## src/rtl/sseg_pkg.sv

```systemverilog
// Shared types and constants for the multiplexed seven-segment driver.
// Segment patterns are {g,f,e,d,c,b,a}, active low.
package sseg_pkg;

  typedef struct packed {
    logic       dp;
    logic [3:0] hex;
  } digit_t;

  localparam logic [7:0] SEG_OFF = 8'hFF;

  // Entry 0 is the rightmost element; listed F down to 0.
  localparam logic [15:0][6:0] SEG_LUT = {
    7'h0E, 7'h06, 7'h21, 7'h46,
    7'h03, 7'h08, 7'h10, 7'h00,
    7'h78, 7'h02, 7'h12, 7'h19,
    7'h30, 7'h24, 7'h79, 7'h40
  };

endpackage

```

## src/rtl/sseg_hexdec.sv

```systemverilog
// Hex digit plus decimal point to active-low segment pattern.
// Output is {dp, g, f, e, d, c, b, a}.
module sseg_hexdec
  import sseg_pkg::*;
(
  input  digit_t      dig,
  output logic [7:0]  segs
);

  assign segs = {~dig.dp, SEG_LUT[dig.hex]};

endmodule

```

## src/rtl/sseg_scan.sv

```systemverilog
// Multiplexed N-digit seven-segment scanner with double-buffered
// frame, ghosting guard and PWM brightness; active-low pin drive.
module sseg_scan
  import sseg_pkg::*;
#(
  parameter int N_DIGITS = 6,
  parameter int DIV      = 50000,
  parameter int GUARD    = 64,
  parameter int BRIGHT_W = 4
) (
  input  logic                  clk,
  input  logic                  rst_n,
  input  logic [5*N_DIGITS-1:0] digits_in,
  input  logic [N_DIGITS-1:0]   blank_in,
  input  logic [BRIGHT_W-1:0]   bright_in,
  input  logic                  load,
  input  logic                  enable,
  output logic [7:0]            digit_segs,
  output logic [N_DIGITS-1:0]   digit_sel,
  output logic                  frame_done
);

  localparam int PW = $clog2(DIV);
  localparam int QW = $clog2(N_DIGITS);

  logic [PW-1:0]       pre;
  logic [QW-1:0]       pos;
  logic [BRIGHT_W-1:0] duty;

  digit_t [N_DIGITS-1:0] pend_dig;
  digit_t [N_DIGITS-1:0] act_dig;
  logic [N_DIGITS-1:0]   pend_blank;
  logic [N_DIGITS-1:0]   act_blank;
  logic [BRIGHT_W-1:0]   pend_bright;
  logic [BRIGHT_W-1:0]   act_bright;

  logic                slot_end;
  logic                wrap;
  logic                lit;
  logic [7:0]          dec_segs;
  logic [N_DIGITS-1:0] sel_n;

  assign slot_end = enable && (pre == PW'(DIV - 1));
  assign wrap     = slot_end && (pos == QW'(N_DIGITS - 1));

  always_ff @(posedge clk or negedge rst_n) begin
    if (!rst_n) begin
      pre  <= '0;
      pos  <= '0;
      duty <= '0;
    end else if (enable) begin
      duty <= duty + 1'b1;
      if (slot_end) begin
        pre <= '0;
        pos <= wrap ? '0 : pos + 1'b1;
      end else begin
        pre <= pre + 1'b1;
      end
    end
  end

  // A load coinciding with the wrap bypasses pending straight to active.
  always_ff @(posedge clk or negedge rst_n) begin
    if (!rst_n) begin
      pend_dig    <= '0;
      pend_blank  <= '1;
      pend_bright <= '0;
      act_dig     <= '0;
      act_blank   <= '1;
      act_bright  <= '0;
    end else begin
      if (load) begin
        pend_dig    <= digits_in;
        pend_blank  <= blank_in;
        pend_bright <= bright_in;
      end
      if (wrap) begin
        act_dig    <= load ? digits_in : pend_dig;
        act_blank  <= load ? blank_in  : pend_blank;
        act_bright <= load ? bright_in : pend_bright;
      end
    end
  end

  sseg_hexdec u_hexdec (
    .dig  (act_dig[pos]),
    .segs (dec_segs)
  );

  assign lit = enable
            && (pre >= PW'(GUARD))
            && !act_blank[pos]
            && (duty < act_bright);

  // Digit 0 sits on the MSB of the select bus.
  always_comb begin
    sel_n = '1;
    for (int i = 0; i < N_DIGITS; i++) begin
      if (lit && (pos == QW'(N_DIGITS - 1 - i)))
        sel_n[i] = 1'b0;
    end
  end

  always_ff @(posedge clk or negedge rst_n) begin
    if (!rst_n) begin
      digit_segs <= SEG_OFF;
      digit_sel  <= '1;
      frame_done <= 1'b0;
    end else begin
      digit_segs <= lit ? dec_segs : SEG_OFF;
      digit_sel  <= sel_n;
      frame_done <= wrap;
    end
  end

endmodule
```

## config.mk

```make
export PLATFORM = sky130hd
export DESIGN_NAME = sseg_scan
export DESIGN_NICKNAME = d
export VERILOG_FILES = /design/src/rtl/sseg_pkg.sv /design/src/rtl/sseg_hexdec.sv /design/src/rtl/sseg_scan.sv
export SDC_FILE = /design/constraint.sdc
export NUM_CORES = 1
export LEC_CHECK = 0
export CAP_MARGIN = 20
export CORE_MARGIN = 5
export CORE_UTILIZATION = 55
export DETAILED_ROUTE_END_ITERATION = 7
export GPL_TIMING_DRIVEN = 0
export MAX_ROUTING_LAYER = met4
export PLACE_DENSITY = 0.85
export RECOVER_POWER = 50
export SLEW_MARGIN = 20
export SYNTH_ARGS = -nofsm -noshare
export SYNTH_HDL_FRONTEND = slang
export SYNTH_HIERARCHICAL = 1
export SYNTH_SLANG_ARGS = --single-unit
```

## constraint.sdc

```tcl
create_clock -name clk -period 9.8 [get_ports clk]
set_clock_uncertainty 0.2 [all_clocks]
set_input_delay 1.47 -clock clk [delete_from_list [all_inputs] [get_ports clk]]
set_output_delay 1.47 -clock clk [all_outputs]
set_load 0.1 [all_outputs]
```

Word level (Yosys, flattened, before mapping). Memory sizes are Yosys's and may differ from the RTL's. Index checks and enable logic that the tools add are counted.

Bits in registers: 118. Memory bits (read-only): 112. Input bits: 44. Logic and storage cells: 80. Memories kept: 1.

Memory list: (no name shown) (words 16, width 7, read ports 1, clocked after memory_dff 0, write ports 0, line sseg_hexdec.sv:10) `assign segs = {~dig.dp, SEG_LUT[dig.hex]};`.

$add $sub $neg: 3. Order comparisons: 4. Equal/unequal tests: 6. Muxes and demuxes: 17. Bitwise gates (word level): 1. Reductions and logical operators: 14.

Operator list (number): $mux W30 (1); $add A16 B1 Y16 const B (1); $eq A16 B16 Y1 const B (1); $ge A16 B7 Y1 const B (1); $mux W16 (1); $bmux W5 S3 (1); $logic_and A1 B1 Y1 (11); $mux W8 (1); $mux W1 (7); $mux W7 (1); $eq A3 B2 Y1 const B (2); $eq A3 B3 Y1 const B (2); $mux W6 (1); $lt A4 B5 Y1 const B (1); $mux W5 (1); $add A4 B1 Y4 const B (1); $lt A3 B4 Y1 const B (1); $lt A4 B4 Y1 (1); $mux W4 (1); $add A3 B1 Y3 const B (1); $bmux W1 S3 (1); $eq A3 B1 Y1 const B (1); $logic_not A3 Y1 (1); $mux W3 (1); other kinds (3) (3).

Depth between registers and ports, before layout.
Depth in word-level cells: 7. Mapped depth: 11.

Modules after synthesis. Netlist, hierarchy kept.

Modules (own cells, without submodules): sseg_scan (times used 1, cells each 361, area each 5170.0 um^2, sequential area each 2985.4 um^2); sseg_hexdec (times used 1, cells each 33, area each 279.0 um^2, sequential area each 0.0 um^2).

Least setup slack after synthesis. OpenSTA, ideal clock, no wires.

Kind: in2reg. Start: input enable. End: register act_dig[15] in the netlist's numbering. Library setup time: 0.125 ns. Arrival time: 2.764 ns. Required time: 9.475 ns. Slack: 6.710 ns. Stages: 7. Path buffers: 2. Path through: and4_1 -> nand4_4 -> or2_4 -> clkinv_2 -> buf_12 -> buf_12 -> mux2_4.

Word-level cells in the longest chain between the ends: 2.

RTL lines: start: declaration (line sseg_scan.sv:17) `input logic enable,`; $logic_and A1 B1 Y1 (line sseg_scan.sv:43) `assign slot_end = enable && (pre == PW'(DIV - 1));`; $logic_and A1 B1 Y1 (line sseg_scan.sv:44) `assign wrap = slot_end && (pos == QW'(N_DIGITS - 1));`; end signal: assignment (line sseg_scan.sv:78) `act_dig <= load ? digits_in : pend_dig;`; end: declaration (line sseg_scan.sv:31) `digit_t [N_DIGITS-1:0] act_dig;`.

No other way between the ends. A chain may end at the register's enable or synchronous reset.

==> metrics.cfg <==
[global_route]
antenna_found_initial=0
grtUsageMet1=0.2509
grt.busiest_layer=met2
grt_use_met2=0.3579
grt_pass1_wl_um=18710
grt_max_degree=62
use_met3=0.05578
grt_usage=0.2155
grt_overflow=0
grt_pass1_vias=3668

[critical_path]
path_cells=clkbuf_1
critical_path_buf_inv_count=1
slowest_delay_ps=2140
critPathLaunchType=input port
cp_top_family=buffers and inverters
cp_slowest_cell=clkbuf_1
arrival_ps=3650
worstPathRequired_ps=9540
worstPathMaxFanout=58
criticalPathCategory=input port to asynchronous set/reset pin
end_kind=asynchronous set/reset pin

[logic_synthesis]
synth_top_cell_area_share=0.4225
yosys_warnings=6
yosysTopAreaCell=dfrtp_1
syn_nets=456
synthAdderAreaFrac=0.04133
ys_ff_latch=118
synthSimpleGateAreaFrac=0.09759
synth-xor-area-share=0.02250
synth-compound-area-share=0.03077
synthCells=394
async_flop_share=1.000
synth_mux_area_frac=0.2239
synth.distinct_cells=50
synth_ff_type=dfrtp_1
yosysSeqAreaShare=0.5479
avgSynthCellArea_um2=13.83
synthTopCellsByArea=dfrtp_1 42%, dfstp_2 13%, mux2_2 12%, mux2_4 5.2%, ha_1 4.1%
synth-edff-count=0
syn_area_um2=5449
synth_top_family_by_area=multiplexers

[detailed_routing]
route.detailed.drc=0
first_pass_iters=5
vias=3425
drt_wl_total_um=11460
drt_iter0_drc=209
ant_nets=0
vias_per_cell=5.551
routedWlPerCell_um=18.58

[floorplanning]
coreArea_um2=9729
start_util=0.5601
ios=59
rows=36
die-area_um2=12000
fp.dieW_um=109.5
die_y_um=109.5

[pwr]
power.density_nw_per_um2=198.5
p_leak_nw=2.915
finalPower_mw=1.345
vdd_drop_max_uv=113.5

[final_layout]
antenna_cells=0
fillerInstances=645
layout.cells.non_filler=617
fin_nets=533
drive_gt1_frac=0.3079
area_delta_synth_final_pct=24.34

[outcome]
violations=capacitance limit, slew limit
outcome=finished with violations

[timing]
hold_viol=0
fmax_ghz=0.2556
setup_viol=0
fin_crit_ps=3913
drv_slew=58
relSlewSlack=-1.060
worstMarginPinSlew_ps=3090
min_period_over_period=0.3993
rsz0062_at_grt=no
tns_ps=0

[placed_design]
dp.cells=585
place_hpwl_um=7336
place_congestion=0.8722
io_buffers=57

[worst_hold_path]
hold_class=flip-flop to flip-flop

[clock_network]
cts.clk_slew.worst_paths_ps=50
cts_tree=built
hold_buffers=0
cts-resized-gates=0
cts_root_buffer=clkbuf_8
worst_skew_pair.late_latency_ps=530
post_cts_buffers=0
h-tree-depth=4
cts_sinks=118
numCtsBuffers=17
clockBufferDepth=2

[flow_run]
drv_cap=1

==> worst paths after layout <==
path | start | endpoint | slack [ps] | cells after the start
max | rst_n | pend_bright[1] | 5890 | 1
min | pend_dig[23] | pend_dig[23] | 280 | 1
max reg2reg | pos[0] | digit_segs[0] | 6180 | 11
min reg2reg | pend_dig[23] | pend_dig[23] | 280 | 1
max in group clk | digit_segs[0] | digit_segs[0] | 5960 | 1
min in group asynchronous | rst_n | act_dig[11] | 1760 | 1
==> final cells by class <==
type	instances	area (µm²)	area share
plain buffers	20	142.6	0.02105
clock buffers	23	436.7	0.06445
clock inverters	9	131.4	0.01939
inverters	14	53.80	0.007941
multi-input cells	242	2267	0.3346
flip-flops and latches	118	2985	0.4406
well taps	133	166.4	0.02456
repair buffers	58	591.8	0.08735
==> layer usage <==
metal / part of all wire / wire (µm) / vias up
li1: - / - / 1558
met1: 0.41 / 4723 / 1740
met2: 0.52 / 5923 / 95
met3: 0.045 / 518 / 32
met4: 0.026 / 296 / 0
met5: 0 / 0 / -
==> power breakdown <==
group | switching (mW) | total [mW] | internal (mW)
sequential | 0.0294 | 0.565 | 0.536
combinational | 0.106 | 0.179 | 0.0722
clock | 0.215 | 0.601 | 0.386
==> logic make-up (layout without fill, tap and decap cells) <==
group	after synthesis	count (layout)
flip-flops	118	118
buffers and inverters	34	124
adder cells (fa/ha/maj)	18	18
XOR/XNOR	14	14
multiplexers	97	97
AND/OR/NAND/NOR	85	85
AO/OA/AOI/OAI	28	28
==> synthesized netlist by cell type (2+ instances only) <==
master and n:
mux2_2 60, clkbuf_1 6, nand3b_1 8, nand3_1 8, buf_1 3, dfstp_2 26
inv_1 12, nand4_1 11, buf_12 3, xor2_1 6, ha_1 18, nor4_1 4
and2_1 4, nand2b_1 6, mux2i_1 12, a21oi_1 6, buf_2 5, nand2_1 17
o21a_1 2, a22o_1 2, o21ai_0 13, mux4_2 5, nor2_1 6, and4_1 2
or4_1 2, dfrtp_1 92, nor3_1 5, mux2_4 19, xnor2_1 8, and3_1 2
or3_1 2
==> flip-flops by register name, summed over array words and instances, names as in the netlist <==
signal,flops
pend_blank,6
pend_dig,30
act_dig,30
pend_bright,4
frame_done,1
pre,16
act_bright,4
digit_sel,6
duty,4
digit_segs,8
pos,3
act_blank,6
==> placed cells by master (no fill, tap or decap), types with 6 or more instances in the layout <==
| master | n |
|---|---|
| mux2_4 | 19 |
| mux2_1 | 6 |
| nand3b_1 | 8 |
| nand4_1 | 11 |
| clkbuf_16 | 16 |
| ha_1 | 18 |
| mux2i_1 | 12 |
| a21oi_1 | 6 |
| nand2b_1 | 6 |
| nor2_1 | 6 |
| xnor2_1 | 8 |
| dfstp_2 | 26 |
| nand3_1 | 8 |
| clkdlybuf4s50_1 | 56 |
| clkbuf_1 | 14 |
| xor2_1 | 6 |
| o21ai_0 | 13 |
| inv_1 | 12 |
| dfrtp_1 | 92 |
| mux2_2 | 54 |
| nand2_1 | 17 |
==> per-stage QoR <==
| step | cell area [µm²] | setup WS, ps | utilization | hold WS [ps] |
|---|---|---|---|---|
| after floorplan | 5449 | 6710 | - | 251.8 |
| after global placement | 6186 | 2836 | 0.6358 | 268.9 |
| after detailed placement | 6215 | 5922 | 0.6388 | 277.6 |
| after CTS | 6783 | 5934 | 0.6971 | 285.7 |
| after global routing | 6775 | 5217 | 0.6964 | 298.6 |
| final | 6775 | 5887 | 0.6964 | 282.0 |
No activity file was read; power rests on OpenSTA's default activity.
